## src/rtl/fpu_pkg.sv

```systemverilog
// Shared types and constants for the FPU issue controller.
package fpu_pkg;

  typedef enum logic [1:0] {
    OP_ADD  = 2'b00,
    OP_SUB  = 2'b01,
    OP_MUL  = 2'b10,
    OP_RSVD = 2'b11
  } fpu_op_e;

  typedef enum logic [1:0] {
    IDLE  = 2'b00,
    ISSUE = 2'b01,
    WAIT  = 2'b10,
    RESP  = 2'b11
  } state_e;

  // Canonical quiet NaN returned on any error response.
  localparam logic [31:0] QNAN = 32'h7FC0_0000;

  function automatic logic is_rsvd(input logic [1:0] op);
    return op == OP_RSVD;
  endfunction

endpackage

```

## src/rtl/fpu_timeout_cnt.sv

```systemverilog
// Loadable up-counter with clear and enable; flags expiry at TIMEOUT_CYC-1.
module fpu_timeout_cnt
  import fpu_pkg::*;
#(
  parameter int TIMEOUT_CYC = 64,
  parameter int TW          = $clog2(TIMEOUT_CYC + 1)
) (
  input  logic          clk,
  input  logic          rst,
  input  logic          clr,
  input  logic          load,
  input  logic [TW-1:0] load_val,
  input  logic          en,
  output logic [TW-1:0] count,
  output logic          expired
);

  // Clear has priority over load, load over counting.
  always_ff @(posedge clk or posedge rst) begin
    if (rst)       count <= '0;
    else if (clr)  count <= '0;
    else if (load) count <= load_val;
    else if (en)   count <= count + TW'(1);
  end

  // Expiry compare against the last allowed wait cycle.
  always_comb begin
    expired = (count == TW'(TIMEOUT_CYC - 1));
  end

endmodule

```

## src/rtl/fpu_issue_ctrl.sv

```systemverilog
// Issues host FP requests to an FPU datapath and returns the captured result.
//
// state | meaning
// IDLE  | ready for a host request
// ISSUE | one-cycle fpu_valid strobe with latched operands
// WAIT  | waiting for fpu_ready, bounded by the timeout counter
// RESP  | response held on rsp_* until the host accepts it
module fpu_issue_ctrl
  import fpu_pkg::*;
#(
  parameter int nBITS       = 32,
  parameter int TIMEOUT_CYC = 64,
  parameter int CNT_W       = 16
) (
  input  logic             clk,
  input  logic             reset,
  input  logic             req_valid,
  output logic             req_ready,
  input  logic [1:0]       req_op,
  input  logic [nBITS-1:0] req_a,
  input  logic [nBITS-1:0] req_b,
  output logic             rsp_valid,
  input  logic             rsp_ready,
  output logic [nBITS-1:0] rsp_data,
  output logic             rsp_err,
  output logic [1:0]       fpu_op,
  output logic [nBITS-1:0] fpu_din1,
  output logic [nBITS-1:0] fpu_din2,
  output logic             fpu_valid,
  input  logic [nBITS-1:0] fpu_result,
  input  logic             fpu_ready,
  output logic             stray_ready,
  output logic [CNT_W-1:0] op_count
);

  localparam int TW = $clog2(TIMEOUT_CYC + 1);

  state_e           state, state_d;
  logic             accept;
  logic             rsp_load;
  logic [nBITS-1:0] rsp_data_d;
  logic             rsp_err_d;
  logic             tmr_clr;
  logic             tmr_en;
  logic             tmr_expired;
  logic [TW-1:0]    tmr_count;
  logic             cnt_inc;
  logic             stray_set;

  fpu_timeout_cnt #(
    .TIMEOUT_CYC (TIMEOUT_CYC),
    .TW          (TW)
  ) u_timeout (
    .clk      (clk),
    .rst      (reset),
    .clr      (tmr_clr),
    .load     (1'b0),
    .load_val ('0),
    .en       (tmr_en),
    .count    (tmr_count),
    .expired  (tmr_expired)
  );

  // State register.
  always_ff @(posedge clk or posedge reset) begin
    if (reset) state <= IDLE;
    else       state <= state_d;
  end

  // Next-state and datapath-enable decode.
  always_comb begin
    state_d    = state;
    accept     = 1'b0;
    rsp_load   = 1'b0;
    rsp_data_d = fpu_result;
    rsp_err_d  = 1'b0;
    tmr_clr    = 1'b0;
    tmr_en     = 1'b0;
    cnt_inc    = 1'b0;
    stray_set  = 1'b0;
    unique case (state)
      IDLE: begin
        stray_set = fpu_ready;
        if (req_valid) begin
          accept = 1'b1;
          if (is_rsvd(req_op)) begin
            rsp_load   = 1'b1;
            rsp_data_d = QNAN;
            rsp_err_d  = 1'b1;
            state_d    = RESP;
          end else begin
            state_d = ISSUE;
          end
        end
      end
      ISSUE: begin
        tmr_clr = 1'b1;
        if (fpu_ready) begin
          rsp_load = 1'b1;
          state_d  = RESP;
        end else begin
          state_d = WAIT;
        end
      end
      WAIT: begin
        // A ready arriving on the expiry cycle still delivers its result.
        if (fpu_ready) begin
          rsp_load = 1'b1;
          state_d  = RESP;
        end else if (tmr_expired) begin
          rsp_load   = 1'b1;
          rsp_data_d = QNAN;
          rsp_err_d  = 1'b1;
          state_d    = RESP;
        end else begin
          tmr_en = 1'b1;
        end
      end
      RESP: begin
        stray_set = fpu_ready;
        if (rsp_ready) begin
          cnt_inc = 1'b1;
          state_d = IDLE;
        end
      end
      default: state_d = IDLE;
    endcase
  end

  // Operand latch; holds until the next accepted request.
  always_ff @(posedge clk or posedge reset) begin
    if (reset) begin
      fpu_op   <= '0;
      fpu_din1 <= '0;
      fpu_din2 <= '0;
    end else if (accept) begin
      fpu_op   <= req_op;
      fpu_din1 <= req_a;
      fpu_din2 <= req_b;
    end
  end

  // Registered response, frozen once captured.
  always_ff @(posedge clk or posedge reset) begin
    if (reset) begin
      rsp_data <= '0;
      rsp_err  <= 1'b0;
    end else if (rsp_load) begin
      rsp_data <= rsp_data_d;
      rsp_err  <= rsp_err_d;
    end
  end

  // Completed-response counter and sticky stray-ready flag.
  always_ff @(posedge clk or posedge reset) begin
    if (reset) begin
      op_count    <= '0;
      stray_ready <= 1'b0;
    end else begin
      if (cnt_inc)   op_count    <= op_count + CNT_W'(1);
      if (stray_set) stray_ready <= 1'b1;
    end
  end

  // Handshake outputs decode from state; reset gates req_ready so it stays low while held.
  always_comb begin
    req_ready = (state == IDLE) && !reset;
    fpu_valid = (state == ISSUE);
    rsp_valid = (state == RESP);
  end

endmodule

```

## config.mk

```make
export PLATFORM = sky130hd
export DESIGN_NAME = fpu_issue_ctrl
export DESIGN_NICKNAME = d
export VERILOG_FILES = /design/src/rtl/fpu_pkg.sv /design/src/rtl/fpu_timeout_cnt.sv /design/src/rtl/fpu_issue_ctrl.sv
export SDC_FILE = /design/constraint.sdc
export NUM_CORES = 1
export LEC_CHECK = 0
export ABC_CLOCK_PERIOD_IN_PS = 5300
export CAP_MARGIN = 10
export CORE_ASPECT_RATIO = 0.8
export CORE_MARGIN = 2
export CORE_UTILIZATION = 30
export CTS_BUF_LIST = sky130_fd_sc_hd__clkbuf_4
export CTS_CLUSTER_DIAMETER = 150
export CTS_CLUSTER_SIZE = 16
export DETAILED_ROUTE_END_ITERATION = 8
export PLACE_DENSITY_LB_ADDON = 0.2
export SYNTH_ARGS = -nofsm -noshare
export SYNTH_HDL_FRONTEND = slang
export SYNTH_SLANG_ARGS = --single-unit
```

## constraint.sdc

```tcl
create_clock -name clk -period 5.3 [get_ports clk]
set_input_delay 1.06 -clock clk [delete_from_list [all_inputs] [get_ports clk]]
set_output_delay 1.06 -clock clk [all_outputs]
set_load 0.02 [all_outputs]
```

==> impl_metrics.toml, run 1 <==
[status]
status = "finished, final reports clean"

[logic_synthesis]
synth_seq_cells = 125
synth_cell_type_count = 44
yosysSeqAreaShare_pct = 59.6
yosys_warnings = 0
synthAdderAreaFrac_pct = 1.67
synth_ff_type = "dfrtp_1"
synth-compound-area-share_pct = 6.72
syn_area_per_cell_um2 = 13.5
synth_nets = 498
synth_edf_count = 0
yosys.area_share.simple_pct = 5.89
synth_top_family_by_area = "multiplexers"
syn_area_um2 = 5250
syn_inst = 388
postSynth.asyncResetShare_pct = 100
yosys-mux-area-fraction_pct = 19.2
synth-xor-area-share_pct = 3.17

[sta]
slew_violations = 0
holdWs_ps = 482
slew_headroom_pct = 26.1
rsz0062_at_grt = "no"
worst_slew_pin_slew_ps = 1110
fmax_mhz = 301
timing.setup.tns_ps = 0
min_period_ps = 3320
clock-skew-final_ps = 14.0
finalHoldViolCount = 0
setup_violations = 0
fin_crit_sh_pct = 62.6

[global_routing]
grt_pass1_vias = 4161
antenna_found_initial = 0
grt_overflow = 0
grt_max_degree = 55
grtUsageTotal_pct = 15.1
grt_pass1_wl_mm = 22.0

[clock_network]
clk_path_buf_depth = 2
cts.sinks = 125
htreeDepth = 4
post_cts_buffers = 0
cts_root_buf = "clkbuf_4"
clk_latency_ps = 510
ctsResizeCount = 0
cts_tree = "yes"
clk_pin_slew_ps = 110
cts_hold_buffers = 0
numCtsBuffers = 17

[setup_path]
cpLargestDelayFamily = "buffers and inverters"
critPathMostFrequentCell = "inv_1"
critPathSlowestCell = "clkdlybuf4s50_1"
cpPeakStageDelay_ps = 600
worstPathCellList = "inv_1 > ha_1 > inv_1 > nor2_1 > clkdlybuf4s50_1"
worst-endpoint-arrival_ps = 2260
ff2ff_path_depth = 5
cp_num_buf_inv = 3
path_depth = 5
cp-end-kind = "output port"
critPathRequiredTime_ps = 4240
cp_max_fo = 7
cp-start-kind = "flip-flop"
path_class = "reg2out"

[finish]
area_delta_synth_final_pct = 51.0
final_net_count = 727
mostFrequentLayoutCell = "clkdlybuf4s50_1"
fillers = 1558
antenna_cells = 0
drive_above_1_share_pct = 18.1
layout_common_cells = "221 x clkdlybuf4s50_1, 125 x dfrtp_1, 67 x mux2_2, 28 x inv_1, 24 x mux2i_1"

[placed_design]
dpl.hpwl_mm = 9.86
port_buffers = 221
gp_congestion = 0.749

[routing]
ant_nets = 0
avgViaCountPerCell = 4.54
wl_per_cell_um = 16.0
vias = 3876
drt_pass1_iterations = 4
dr.first_iter.drc_count = 113
totalWireLength_mm = 13.7
route.detailed.drc = 0

[worst_hold_path]
holdCritPathClass = "reg2reg"
hold_depth = 1

[floorplanning]
die-width_um = 152
rows = 43
dieArea_um2 = 18600
initial_utilization_pct = 30.5
die_h_um = 122
core_area_um2 = 17200
pin_count = 222

[flow_run]
maxCapViolations = 0

[power_and_ir_drop]
vdd_drop_max_mv = 0.285
p_leak_nw = 3.38
power.density_nw_per_um2 = 574
-- path summary, 6_finish.rpt --
check                      slack [ps]                       to                     from
max reg2reg                      2690  fpu_din2[5]$_DFFE_PP0P_     state[1]$_DFFE_PP0P_
min                               480  stray_ready$_DFFE_PP0P_  stray_ready$_DFFE_PP0P_
min reg2reg                       480  stray_ready$_DFFE_PP0P_  stray_ready$_DFFE_PP0P_
min in group asynchronous        1040  op_count[3]$_DFFE_PP0P_                    reset
max                              1980                req_ready     state[1]$_DFFE_PP0P_
max in group asynchronous        3300  rsp_data[5]$_DFFE_PP0P_                    reset
-- Yosys cell counts, types with 2 or more instances --
cell type | n | share of area, %
ha_1 | 7 | 1.7
nand4_1 | 3 | 0.36
and4_1 | 2 | 0.33
o31ai_1 | 2 | 0.29
and3_1 | 3 | 0.36
mux2i_1 | 24 | 4.6
buf_2 | 8 | 0.76
xor2_1 | 9 | 1.5
o22a_1 | 9 | 1.5
nor2_1 | 12 | 0.86
nand2b_1 | 4 | 0.48
o21ai_1 | 5 | 0.48
buf_6 | 3 | 0.64
mux2_2 | 67 | 14
nand2_1 | 9 | 0.64
o21ai_0 | 19 | 1.8
o2111ai_1 | 2 | 0.33
dfrtp_1 | 125 | 60
nand3_1 | 9 | 0.86
clkbuf_2 | 2 | 0.19
clkbuf_1 | 2 | 0.14
inv_1 | 29 | 2.1
nand4_2 | 2 | 0.48
xnor2_1 | 10 | 1.7
and2_1 | 2 | 0.24
-- registers in the layout, indices dropped and copies added (netlist names) --
name             flops
op_count            16
rsp_data            32
fpu_din2            32
rsp_err              1
stray_ready          1
state                2
fpu_op               2
u_timeout.count      7
fpu_din1            32
-- metrics by stage --
stage | util (%) | cells | power, W | area [µm²] | setup slack, ps
final | 46.1 | 854 | 0.00455 | 7930 | 1980
after global routing | 46.1 | 854 | 0.00486 | 7930 | 1800
after CTS | 46.1 | 854 | 0.00464 | 7930 | 1900
after detailed placement | 44.7 | 823 | 0.00401 | 7690 | 1950
after global placement | 44.7 | 823 | 0.00395 | 7690 | 1990
after floorplan | - | 388 | 0.00290 | 5250 | 912
-- per-layer routing --
layer,GRT usage (%),vias up,routed length [µm]
met2,23.1,164,6230
met5,0,-,0
met1,18.4,1881,5800
met3,7.10,18,1330
met4,6.19,0,307
li1,-,1813,-
-- final cells by class --
type,count,area [µm²],area share (%)
flip-flops and latches,125,3130,39.4
clock buffers,23,173,2.18
clock inverters,8,70.1,0.884
inverters,29,111,1.40
repair buffers,225,2240,28.3
multi-input cells,219,1920,24.3
well taps,225,282,3.55
-- power by group --
part           total, W  internal, W  switching (W)
sequential      0.00160      0.00137       0.000234
clock          0.000597     0.000258       0.000339
combinational   0.00236      0.00121        0.00115
-- cells by family after synthesis --
group / after synthesis
compound gates: 48
xor+xnor: 19
fa+ha+maj: 7
buf+inv: 44
flops: 125
mux: 92
simple gates: 53
No activity file was read; power rests on OpenSTA's default activity.
==> inputs of run 2 (changes only) <==
--- a/config.mk
+++ b/config.mk
@@ -5,7 +5,7 @@
 export SDC_FILE = /design/constraint.sdc
 export NUM_CORES = 1
 export LEC_CHECK = 0
-export ABC_CLOCK_PERIOD_IN_PS = 5300
+export ABC_CLOCK_PERIOD_IN_PS = 3400
 export CAP_MARGIN = 10
 export CORE_ASPECT_RATIO = 0.8
 export CORE_MARGIN = 2
==> constraint.sdc (replaced) <==
create_clock -name clk -period 3.4 [get_ports clk]
set_input_delay 0.68 -clock clk [delete_from_list [all_inputs] [get_ports clk]]
set_output_delay 0.68 -clock clk [all_outputs]
set_load 0.02 [all_outputs]
==> impl_metrics.toml, run 2 (same netlist as run 1, synthesis figures left out) <==
[setup_path]
ff2ff_path_depth = 6
worst-endpoint-arrival_ps = 2270
cpPeakStageDelay_ps = 600
cp-end-kind = "output port"
critPathRequiredTime_ps = 2720
critPathSlowestCell = "clkdlybuf4s50_1"
path_class = "reg2out"
worst-r2r-setup-slack_ps = 1220
r2r-start = "state[0]$_DFFE_PP0P_"
worstPathCellList = "inv_1 > ha_1 > inv_1 > nor2_1 > clkdlybuf4s50_1"
critPathMostFrequentCell = "inv_1"
cp_max_fo = 7
regToRegEndpoint = "rsp_data[4]$_DFFE_PP0P_"
cp-start-kind = "flip-flop"

[worst_hold_path]
hold_end = "stray_ready$_DFFE_PP0P_"
min_from = "stray_ready$_DFFE_PP0P_"
hold_depth = 1
holdCritPathClass = "reg2reg"

[global_routing]
grtUsageTotal_pct = 14.8
grt_overflow = 0
grt_pass1_wl_mm = 21.6
grt_pass1_vias = 4056
antenna_found_initial = 0
grt_max_degree = 67

[finish]
antenna_cells = 0
layout_common_cells = "221 x clkdlybuf4s50_1, 125 x dfrtp_1, 67 x mux2_2, 28 x inv_1, 24 x mux2i_1"
top_regs = "fpu_din1 x32, fpu_din2 x32, rsp_data x32"
final_net_count = 728
drive_above_1_share_pct = 18.3
mostFrequentLayoutCell = "clkdlybuf4s50_1"
area_delta_synth_final_pct = 52.7

[floorplanning]
die-width_um = 152
die_h_um = 122
core_area_um2 = 17200
initial_utilization_pct = 30.5
dieArea_um2 = 18600
pin_count = 222
rows = 43

[sta]
rsz0062_at_grt = "no"
min_period_ps = 2950
finalWorstSetupSlack_ps = 450
slew_headroom_pct = 38.2
fmax_mhz = 339
slew_violations = 0
setup_violations = 0
timing.setup.tns_ps = 0
clock-skew-final_ps = 17.2
finalHoldViolCount = 0
worst_slew_pin_slew_ps = 921
fin_crit_sh_pct = 86.8

[power_and_ir_drop]
p_leak_nw = 3.40
power.density_nw_per_um2 = 906
vdd_drop_max_mv = 0.428

[routing]
dr.first_iter.drc_count = 151
vias = 3832
route.detailed.drc = 0
totalWireLength_mm = 13.6
wl_per_cell_um = 15.9
avgViaCountPerCell = 4.48
ant_nets = 0
drt_pass1_iterations = 4

[placed_design]
port_buffers = 221
dpl.hpwl_mm = 9.85
gp_congestion = 0.747
dp_slack_ps = 855

[clock_network]
ctsResizeCount = 0
numCtsBuffers = 17
clk_path_buf_depth = 2
clk_latency_ps = 520
cts_hold_buffers = 0
cts.sinks = 125
clk_pin_slew_ps = 120
cts_root_buf = "clkbuf_4"
htreeDepth = 4
post_cts_buffers = 0
cts_tree = "yes"

[flow_run]
maxCapViolations = 0

[status]
status = "finished, final reports clean"
## run 2: layout make-up
cell class | count | area, µm²
clock buffers | 17 | 128
clock inverters | 14 | 170
fillers | 1566 | 9200
inverters | 29 | 113
multi-input cells | 219 | 1920
flip-flops and latches | 125 | 3130
well taps | 225 | 282
repair buffers | 226 | 2270
## run 2: layer usage
metal / vias to the layer above / track usage [%] / wire [µm]
met2: 151 / 22.5 / 6120
met5: - / 0 / 0
li1: 1810 / - / -
met3: 14 / 7.84 / 1410
met4: 0 / 4.21 / 162
met1: 1857 / 18.5 / 5890
## run 2: worst max-delay path by stage
stage	from	end	cells after the start
2_1_floorplan	reset	fpu_din1[0]$_DFFE_PP0P_	1
3_3_place_gp	reset	req_ready	3
3_5_place_dp	req_valid	rsp_data[4]$_DFFE_PP0P_	5
4_1_cts	state[0]$_DFFE_PP0P_	req_ready	5
5_1_grt	state[0]$_DFFE_PP0P_	req_ready	5
6_report	state[0]$_DFFE_PP0P_	req_ready	5
## run 2: where the power goes
part	total (W)	switching, W	internal, W
combinational	0.00369	0.00180	0.00188
sequential	0.00249	0.000357	0.00213
clock	0.00109	0.000582	0.000508
## run 2: worst max-delay path: cells and delay by family, from the launching register on
kind / cells / cell delay [ps]
flip-flops: 1 / 450
adder cells (fa/ha/maj): 1 / 320
AND/OR/NAND/NOR: 1 / 120
buffers and inverters: 3 / 870
## run 2: stage by stage
| stage | power, W | hold WS [ps] | std cells | utilization [%] | cell area, µm² |
|---|---|---|---|---|---|
| detailed placement | 0.00627 | 466 | 824 | 44.8 | 7720 |
| global route | 0.00773 | 511 | 855 | 46.6 | 8020 |
| CTS | 0.00739 | 487 | 855 | 46.6 | 8020 |
| finish | 0.00726 | 490 | 855 | 46.6 | 8020 |
| floorplan | 0.00452 | 508 | 388 | - | 5250 |
| global placement | 0.00616 | 462 | 824 | 44.8 | 7720 |
